--- config.mk ---
export PLATFORM = sky130hd
export DESIGN_NAME = decoder3to8_hold
export DESIGN_NICKNAME = d
export VERILOG_FILES = /design/src/rtl/dec_pkg.sv /design/src/rtl/hold_counter.sv /design/src/rtl/decoder3to8_hold.sv
export SDC_FILE = /design/constraint.sdc
export NUM_CORES = 1
export LEC_CHECK = 0
export ABC_AREA = 1
export ABC_CLOCK_PERIOD_IN_PS = 2900
export CAP_MARGIN = 15
export CORE_UTILIZATION = 44
export CTS_CLUSTER_SIZE = 16
export DETAILED_ROUTE_END_ITERATION = 6
export PLACE_DENSITY = 0.79
export SLEW_MARGIN = 20
export SYNTH_ARGS = -nofsm -noshare
export SYNTH_HDL_FRONTEND = slang
export SYNTH_HIERARCHICAL = 1
export SYNTH_SLANG_ARGS = --single-unit
--- constraint.sdc ---
create_clock -name clk -period 2.9 [get_ports clk]
set_input_delay 0.87 -clock clk [delete_from_list [all_inputs] [get_ports clk]]
set_output_delay 0.87 -clock clk [all_outputs]
set_load 0.005 [all_outputs]
--- src/rtl/dec_pkg.sv ---
// Shared definitions for the 3-to-8 hold decoder: FSM state encoding,
// counter width and the binary-to-one-hot helper.
package dec_pkg;

   localparam int unsigned CNT_W = 8;

   typedef enum logic {
      IDLE = 1'b0,
      HOLD = 1'b1
   } state_t;

   function automatic logic [7:0] decode3(input logic [2:0] code);
      logic [7:0] one;
      one = 8'b0000_0001;
      return one << code;
   endfunction

endpackage

--- src/rtl/hold_counter.sv ---
// Loadable down-counter with a zero flag. Load wins over clear, clear wins
// over decrement; decrement saturates at zero.
module hold_counter
   import dec_pkg::*;
(
   input  logic             clk,
   input  logic             rst,
   input  logic             load,
   input  logic [CNT_W-1:0] load_val,
   input  logic             clr,
   input  logic             dec,
   output logic [CNT_W-1:0] cnt,
   output logic             zero
);

   logic [CNT_W-1:0] cnt_q;

   // Counter register with synchronous reset.
   always_ff @(posedge clk) begin
      if (rst) begin
         cnt_q <= '0;
      end else if (load) begin
         cnt_q <= load_val;
      end else if (clr) begin
         cnt_q <= '0;
      end else if (dec && (cnt_q != '0)) begin
         cnt_q <= cnt_q - 1'b1;
      end
   end

   assign cnt  = cnt_q;
   assign zero = (cnt_q == '0);

endmodule

--- src/rtl/decoder3to8_hold.sv ---
// 3-to-8 decoder that holds each accepted one-hot word for HOLD_CYCLES
// cycles behind a valid/ready handshake.
// Optional feature: define DEC3TO8_ABORT_EN to add the abort input, which
// drops an in-progress hold and blocks acceptance while high.
module decoder3to8_hold
   import dec_pkg::*;
#(
   parameter int unsigned HOLD_CYCLES = 4
) (
   input  logic       clk,
   input  logic       rst,
   input  logic [2:0] in,
   input  logic       in_valid,
   output logic       in_ready,
   output logic [7:0] out,
   output logic       out_valid,
   output logic       busy
`ifdef DEC3TO8_ABORT_EN
   ,
   input  logic       abort
`endif
);

   localparam logic [CNT_W-1:0] LOAD_VAL = CNT_W'(HOLD_CYCLES - 1);

   state_t           state_q, state_d;
   logic [7:0]       out_q, out_d;
   logic             xfer;
   logic             abort_w;
   logic             cnt_load, cnt_clr, cnt_dec, cnt_zero;
   logic [CNT_W-1:0] cnt;

`ifdef DEC3TO8_ABORT_EN
   assign abort_w = abort;
`else
   assign abort_w = 1'b0;
`endif

   // Ready in IDLE or on the final hold cycle, so back-to-back codes leave no gap.
   assign in_ready = !abort_w && ((state_q == IDLE) || cnt_zero);
   assign xfer     = in_valid && in_ready;

   hold_counter u_hold_counter (
      .clk      (clk),
      .rst      (rst),
      .load     (cnt_load),
      .load_val (LOAD_VAL),
      .clr      (cnt_clr),
      .dec      (cnt_dec),
      .cnt      (cnt),
      .zero     (cnt_zero)
   );

   // Next-state, next-output and counter control.
   always_comb begin
      state_d  = state_q;
      out_d    = out_q;
      cnt_load = 1'b0;
      cnt_clr  = 1'b0;
      cnt_dec  = 1'b0;
      unique case (state_q)
         IDLE: begin
            if (xfer) begin
               state_d  = HOLD;
               out_d    = decode3(in);
               cnt_load = 1'b1;
            end
         end
         HOLD: begin
            if (abort_w) begin
               state_d = IDLE;
               out_d   = 8'b0;
               cnt_clr = 1'b1;
            end else if (!cnt_zero) begin
               cnt_dec = 1'b1;
            end else if (xfer) begin
               out_d    = decode3(in);
               cnt_load = 1'b1;
            end else begin
               state_d = IDLE;
               out_d   = 8'b0;
            end
         end
      endcase
   end

   // State and output registers with synchronous reset.
   always_ff @(posedge clk) begin
      if (rst) begin
         state_q <= IDLE;
         out_q   <= 8'b0;
      end else begin
         state_q <= state_d;
         out_q   <= out_d;
      end
   end

   assign out       = out_q;
   assign out_valid = (state_q == HOLD);
   assign busy      = (state_q == HOLD);

endmodule

After elaboration in Yosys (flattened, before gate mapping)
Index checks and enable logic that the tools add are counted.

Logic and storage cells: 30. Flip-flop bits (word level): 17. Bits of input ports: 6.

Equal/unequal tests: 2. Reductions and logical operators: 8. Mux-type cells: 13. Bitwise operators: 1. $add $sub $neg: 1. Shift-type cells: 1.

Operators by type and width (count): $mux W8 (4); $pmux W8 S2 (1); $logic_not A8 Y1 (1); $reduce_bool A8 Y1 (1); $shl A1 B3 Y8 const A (1); $sub A8 B1 Y8 const B (1); $mux W1 (5); $pmux W1 S2 (2); $logic_and A1 B1 Y1 (2); $mux W2 (1); $ne A2 B1 Y1 const B (1); $ne A2 B2 Y1 const B (1); $reduce_and A2 Y1 (1); $reduce_bool A2 Y1 (1); $reduce_or A2 Y1 (1); $logic_or A1 B1 Y1 (1); $not A1 Y1 (1).

Logic depth before layout (Yosys ltp)
Gate-level depths: netlist (run 1).

Depth in word-level cells: 7. Mapped depth: 13. Gate-level depth less buffers: 12.

Cells and area by module
The synthesis (run 1) kept the hierarchy.

Modules (own cells, without submodules): hold_counter (area an instance 626.9 µm², instances 1, cells each 102); decoder3to8_hold (area an instance 415.4 µm², instances 1, cells each 61).

Worst setup path before layout (run 1)
OpenSTA, ideal clock, no wires.

Path kind: register to register. Start: reg u_hold_counter.cnt_q[0], in the netlist u_hold_counter/cnt[0]. End: reg u_hold_counter.cnt_q[1], in the netlist u_hold_counter/cnt[1]. Buffers on the path: 2. Cell stages (with the launch flop): 14. Arrival time: 1.742 ns. Library setup time: 0.116 ns. Period minus slack after synthesis: 1.858 ns. Setup slack: 1.042 ns. Cell sequence: dfxtp_1 > inv_1 > ha_1 > nand2_1 > nor2_1 > inv_1 > a21oi_4 > clkbuf_8 > nor2_8 > buf_4 > inv_1 > o21ai_0 > nor2_1 > nor2_1.

Cells in the longest elaborated chain, start to end: 7. Elaborated cells on any way between the ends: 14.

RTL lines: start: declaration (line hold_counter.sv:16) `logic [CNT_W-1:0] cnt_q;`; start signal: assignment (line hold_counter.sv:23) `cnt_q <= load_val;`; start signal: assignment (line hold_counter.sv:27) `cnt_q <= cnt_q - 1'b1;`; $logic_not A8 Y1 (*) (line hold_counter.sv:32) `assign zero = (cnt_q == '0);`; named net cnt_zero (line decoder3to8_hold.sv:30) `logic cnt_load, cnt_clr, cnt_dec, cnt_zero;`; $logic_or A1 B1 Y1 (line decoder3to8_hold.sv:40) `assign in_ready = !abort_w && ((state_q == IDLE) || cnt_zero);`; $logic_and A1 B1 Y1 (line decoder3to8_hold.sv:41) `assign xfer = in_valid && in_ready;`; $mux W1 (line decoder3to8_hold.sv:63, decoder3to8_hold.sv:76); $mux W1 (line decoder3to8_hold.sv:74) `end else if (!cnt_zero) begin`; $pmux W1 S2 (*) (line decoder3to8_hold.sv:61) `unique case (state_q)`; named net cnt_load (line decoder3to8_hold.sv:30); $mux W2 or $reduce_bool A2 Y1 (tied branches).

Mark *: on every way through the listed nets, which the timed path passes. The rest lies on a longest branch. The select of a mux whose other input is x is not followed. A chain may end at the register's enable or synchronous reset.

Worst setup path after layout (run 1)
Start: reg u_hold_counter.cnt_q[0], in the netlist u_hold_counter/cnt[0]. End: out in_ready.

Cells in the longest elaborated chain, start to end: 2.

RTL lines: $logic_not A8 Y1 (line hold_counter.sv:32); named net cnt_zero (line decoder3to8_hold.sv:30); $logic_or A1 B1 Y1 (line decoder3to8_hold.sv:40); end: declaration (line decoder3to8_hold.sv:14) `output logic in_ready,`.

The timed path passes the listed nets, and every way through them passes these cells.

==> metrics.md, run 1 <==
| Metric | Value |
|---|---|
| Crit path cell chain | `inv_1 > ha_1 > nand2_1 > nor2_2 > inv_1 > nand2_1 > clkdlybuf4s50_1` |
| Ys async rst share | `0` |
| Hold-fix buffer count after cts | `0` |
| Die area | `2567 µm²` |
| CTS sink cnt | `17` |
| CP max stage cell | `clkdlybuf4s50_1` |
| Post-synthesis register bit count | `17` |
| IO Port Bufs | `16` |
| Pin count of the biggest net entering global routing | `13` |
| Fmax | `0.3613 GHz` |
| Drt total wl | `2435 µm` |
| Met3 Track Usage GR | `0.03636` |
| Number of flops mapped to enable cells by yosys | `0` |
| CP arrival | `1.90 ns` |
| Min-delay src | `out[3]` |
| Setup WS post-layout | `0.1325 ns` |
| Vias/cell | `4.865` |
| Clock Pin Slew Worst Setup and Hold Paths | `0.11 ns` |
| Routability cong. | `0.8340` |
| Pins over their slew limit | `0` |
| Starting Density | `0.4712` |
| GR Util met2 | `0.3600` |
| Worst-skew pair later-pin latency | `0.29 ns` |
| HPWL after DPL | `1832 µm` |
| # fillers | `214` |
| Layout Cells excl Fill | `215` |
| Power Density | `501.6 nW/µm²` |
| Critical path peak fanout | `4` |
| Area leader, netlist | `dfxtp_1` |
| Core ar. | `2212 µm²` |
| Count leader, synth | `nand2_1` |
| RR Endpoint | `u_hold_counter/cnt[1]` |
| Internal cell power | `0.0003912 W` |
| Hold Path Depth | `2` |
| Grt ovf | `0` |
| Worst hold path type | `reg -> reg` |
| Worst reg2reg setup slack | `0.94 ns` |
| Primary FF master, synth | `dfxtp_1` |
| CTS tree | `yes` |
| Worst slack at placement | `0.4496 ns` |
| Ant. Diodes | `0` |
| Hold Path Sink | `out[3]` |
| Switching pwr | `0.0002453 W` |
| Total GRT Usage | `0.2111` |
| Hold Violations, Final | `0` |
| Multi-input logic area | `621.8 µm²` |
| Cell variety after synth | `24` |
| Critical Path RT | `2.03 ns` |
| WHS | `0.4883 ns` |
| Synthesis Warnings | `6` |
| Register area | `340.3 µm²` |
| DRT iter0 DRCs | `22` |
| TritonCTS Buffers | `3` |
| Leak Pwr | `0.5717 nW` |
| Reg2reg start | `u_hold_counter/cnt[0]` |
| Mapped Cells | `163` |
| Peak supply drop | `0.2625 mV` |
| # H-tree levels | `1` |
| Root Buffer | `clkbuf_4` |
| Met1 Use GR | `0.2659` |
| Syn avg cell area | `6.394 µm²` |
| Top cells by count, synth | `44 x nand2_1, 32 x nor2_1, 17 x dfxtp_1` |
| Share of power burned in registers | `0.430` |
| MaxCap Viol Count | `0` |
| Fin crit share | `0.9543` |
| Delay-heaviest family, CP | `buffers and inverters` |
| WP depth | `7` |
| Synth top area cells | `dfxtp_1 33%, nand2_1 16%, nor2_1 12%, nand3_1 5.8%, inv_1 5.8%` |
| Detail Route Antenna Nets | `0` |
| Outcome | `finished, final reports clean` |
| Die width | `50.67 µm` |
| Routed WL per cell | `11.33 µm` |
| Drt drc | `0` |
| Post-Syn Area | `1042 µm²` |
| Min cycle time layout | `2.768 ns` |
| CP bufs+invs | `3` |
| Clock network power share | `0.206` |
| DIE HEIGHT | `50.67 µm` |
| Power share of the combinational group | `0.364` |
| Synth top area share | `0.3265` |
| Final #Nets | `196` |
| IO Pins | `17` |
| Global routing's busiest layer | `met2` |
| CP peak stage delay | `0.51 ns` |
| CTS Buffer Depth | `2` |
| Initial antenna violation count | `0` |
| CP startpoint kind | `register` |
| Vias | `1046` |
| Cell Rows | `17` |
| Post-synthesis sequential area ratio | `0.3265` |
| First-pass GRT wire length | `4091 µm` |
| Detailed Routing Iterations Pass 1 | `4` |
| Inst Count DP | `211` |
| CP Class | `reg -> out` |
| Area Growth Syn to Fin | `21.73%` |
| Final setup vio count | `0` |
| Vias in the first global route | `995` |
| Clk_skew | `0.004228 ns` |
| Switch share | `0.3854` |
| R2R depth | `11` |
| CP Capture Type | `output port` |
| Share of cells above drive strength 1 | `0.09091` |
==> metrics by stage <==
step | TNS, ns | cell area (µm²) | power, W | utilization
global placement | 0 | 1239 | 0.0004928 | 0.5600
global route | -0.01527 | 1269 | 0.0006855 | 0.5735
CTS | 0 | 1266 | 0.0006358 | 0.5724
finish | 0 | 1269 | 0.0006364 | 0.5735
detailed placement | 0 | 1239 | 0.0005047 | 0.5600
floorplan | 0 | 1069 | 0.0004471 | -
==> power by group through the flow <==
stage          registers, W  clock network [W]  logic, W
2_1_floorplan      0.000276                  0  0.000171
3_3_place_gp       0.000277                  0  0.000216
3_5_place_dp       0.000279                  0  0.000225
4_1_cts            0.000274           0.000135  0.000227
5_1_grt            0.000277           0.000146  0.000262
6_report           0.000274           0.000131  0.000232
==> cell type report <==
type | count | area share
Timing Repair Buffer | 17 | 0.1321
Inverter | 19 | 0.06016
Tap cell | 28 | 0.02761
Clock buffer | 3 | 0.01775
Clock inverter | 1 | 0.003945
Multi-Input combinational cell | 130 | 0.4901
Sequential cell | 17 | 0.2682
==> worst min-delay path, stage by stage, from the launching register on <==
cell     delay (ns)
dfxtp_1        0.32
nand3_1        0.07
a21oi_1        0.06
==> how the worst max path moves through the flow <==
| stage | endpoint | slack, ns | from |
|---|---|---|---|
| 2_1_floorplan | u_hold_counter/cnt[1] | 1.04 | u_hold_counter/cnt[0] |
| 3_3_place_gp | in_ready | 0.52 | u_hold_counter/cnt[0] |
| 3_5_place_dp | in_ready | 0.45 | u_hold_counter/cnt[0] |
| 4_1_cts | in_ready | 0.11 | u_hold_counter/cnt[0] |
| 5_1_grt | in_ready | -0.02 | u_hold_counter/cnt[0] |
| 6_report | in_ready | 0.13 | u_hold_counter/cnt[0] |
==> cell usage in the layout (no fill, tap or decap), types with 2 or more instances in the layout <==
cell type,Yosys,final
nor2_1,32,31
ha_1,2,2
a21oi_1,11,11
conb_1,2,9
o21ai_0,9,9
clkbuf_4,0,3
nand3_1,12,12
dfxtp_1,17,17
nand2_2,2,2
nand2_1,44,44
nor2_2,1,2
inv_2,2,2
inv_1,16,16
clkdlybuf4s50_1,0,16
==> state kept, by name, summed over array words and instances (netlist names) <==
name / count
u_hold_counter/cnt: 8
out: 8
busy: 1
==> routing by layer <==
metal | wire length (µm) | up-vias
met3 | 83 | 2
li1 | - | 547
met1 | 1097 | 480
met2 | 1240 | 17
met5 | 0 | -
met4 | 13 | 0
==> kinds of logic (layout without fill, tap and decap cells) <==
family | after synthesis | after routing | synth area share
AOI/OAI and AO/OA | 23 | 23 | 0.1345
adders and majority gates | 2 | 2 | 0.02401
buffers and inverters | 23 | 40 | 0.1044
and+or+nand+nor | 96 | 96 | 0.4034
other | 2 | 9 | 0.007206
DFF | 17 | 17 | 0.3265
==> timing repair <==
item | CTS | global route
hold endpoints to repair | 0 | 0
setup buffers | 0 | 0
setup endpoints to repair | 0 | 1
gates resized for setup | 0 | 1
Power figures use the tool's default switching activity.
==> run 2, diff against run 1 <==
- DONT_BUFFER_PORTS: unset -> 1
- PLACE_DENSITY: 0.79 -> 0.7
==> metrics.md, run 2 (synthesized netlist as in run 1, its figures left out) <==
| Metric | Value |
|---|---|
| # fillers | `233` |
| Share of cells above drive strength 1 | `0.08824` |
| Critical Path RT | `2.03 ns` |
| # H-tree levels | `1` |
| Commonest non-fill, non-tap cell in the layout | `nand2_1` |
| Clk_skew | `0.003813 ns` |
| Vias/cell | `4.884` |
| IO Pins | `17` |
| Worst-skew pair later-pin latency | `0.29 ns` |
| Min cycle time layout | `2.276 ns` |
| RSZ-0062 raised after global routing | `no` |
| Inst Count DP | `194` |
| Worst hold path type | `reg -> reg` |
| Most frequent cells in the layout | `44 x nand2_1, 32 x nor2_1, 17 x dfxtp_1` |
| Starting Density | `0.4712` |
| Cell Rows | `17` |
| MaxCap Viol Count | `0` |
| CTS Buffer Depth | `2` |
| Routed WL per cell | `10.27 µm` |
| DIE HEIGHT | `50.67 µm` |
| Fin crit share | `0.7849` |
| Leak Pwr | `0.5083 nW` |
| CP Class | `reg -> out` |
| Switching pwr | `0.0002264 W` |
| Power Density | `543.3 nW/µm²` |
| Hold Violations, Final | `0` |
| Area Growth Syn to Fin | `5.402%` |
| CTS resizes | `0` |
| CTS sink cnt | `17` |
| Post-DP Area | `1071 µm²` |
| Post-CTS setup buffer count | `0` |
| CP arrival | `1.41 ns` |
| Post-route setup TNS | `0 ns` |
| Pin count of the biggest net entering global routing | `18` |
| Share of power burned in registers | `0.461` |
| Switch share | `0.3793` |
| Grt ovf | `0` |
| Drt total wl | `2034 µm` |
| Fmax | `0.4393 GHz` |
| Root Buffer | `clkbuf_4` |
| Detail Route Antenna Nets | `0` |
| Clock Pin Slew Worst Setup and Hold Paths | `0.10 ns` |
| CP startpoint kind | `register` |
| Vias | `967` |
| Total GRT Usage | `0.1744` |
| Critical path peak fanout | `4` |
| Layout Cells excl Fill | `198` |
| Initial antenna violation count | `0` |
| Peak supply drop | `0.2916 mV` |
| CTS tree | `yes` |
| Die width | `50.67 µm` |
| Core ar. | `2212 µm²` |
| Internal cell power | `0.0003705 W` |
| CP Capture Type | `output port` |
| Final #Nets | `179` |
| Final std cell area, no fill | `1099 µm²` |
| Hold-fix buffer count after cts | `0` |
| HPWL after DPL | `1605 µm` |
| First-pass GRT wire length | `3298 µm` |
| Outcome | `finished, final reports clean` |
| WHS | `0.5001 ns` |
| Final setup vio count | `0` |
| Total chip power | `0.0005969 W` |
| Drt drc | `0` |
| TritonCTS Buffers | `3` |
| Clock network power share | `0.212` |
| Vias in the first global route | `824` |
| Power share of the combinational group | `0.327` |
| Die area | `2567 µm²` |
| Ant. Diodes | `0` |
| Routability cong. | `0.8627` |
| Detailed Routing Iterations Pass 1 | `6` |
| DRT iter0 DRCs | `37` |
| IO Port Bufs | `0` |
| Pins over their slew limit | `0` |
[run 2: critical path, cell delays in order, from the launching register on]
cell	delay, ns
dfxtp_1	0.33
inv_1	0.11
ha_1	0.16
nand2_1	0.09
nor2_1	0.19
inv_1	0.11
nand2_1	0.12
[run 2: final cells by class]
type | instances | area [µm²] | area share
Tap cell | 28 | 35.03 | 0.03189
Clock inverter | 1 | 5.005 | 0.004556
Inverter | 19 | 76.32 | 0.06948
Sequential cell | 17 | 340.3 | 0.3098
Clock buffer | 3 | 22.52 | 0.02050
Multi-Input combinational cell | 130 | 619.3 | 0.5638
[run 2: final timing paths]
path,start,end,slack (ns),cells after the start
hold reg to reg,out[6],out[6],0.50,2
setup / recovery,u_hold_counter/cnt[0],in_ready,0.62,6
setup reg to reg,u_hold_counter/cnt[0],u_hold_counter/cnt[3],0.91,11
hold / removal,out[6],out[6],0.50,2
[run 2: power by group through the flow]
stage | Clock (W) | Combinational, W | Sequential, W
after floorplan | 0 | 0.000171 | 0.000276
after global placement | 0 | 0.000191 | 0.000279
after detailed placement | 0 | 0.000193 | 0.000281
after CTS | 0.000136 | 0.000194 | 0.000275
after global routing | 0.000147 | 0.000223 | 0.000279
final | 0.000126 | 0.000195 | 0.000275
[run 2: through the flow]
step	util	setup WS [ns]
after floorplan	-	1.042
after global placement	0.4842	0.9797
after detailed placement	0.4842	0.8999
after CTS	0.4966	0.5986
after global routing	0.4966	0.4749
final	0.4966	0.6237
[run 2: metal layers]
layer  up-vias  global-route usage  share of wire
met2        20              0.2733           0.46
li1        516                   -              -
met1       425              0.2128           0.47
met4         0              0.1065          0.023
met3         6             0.04242          0.045
met5         -                   0              0
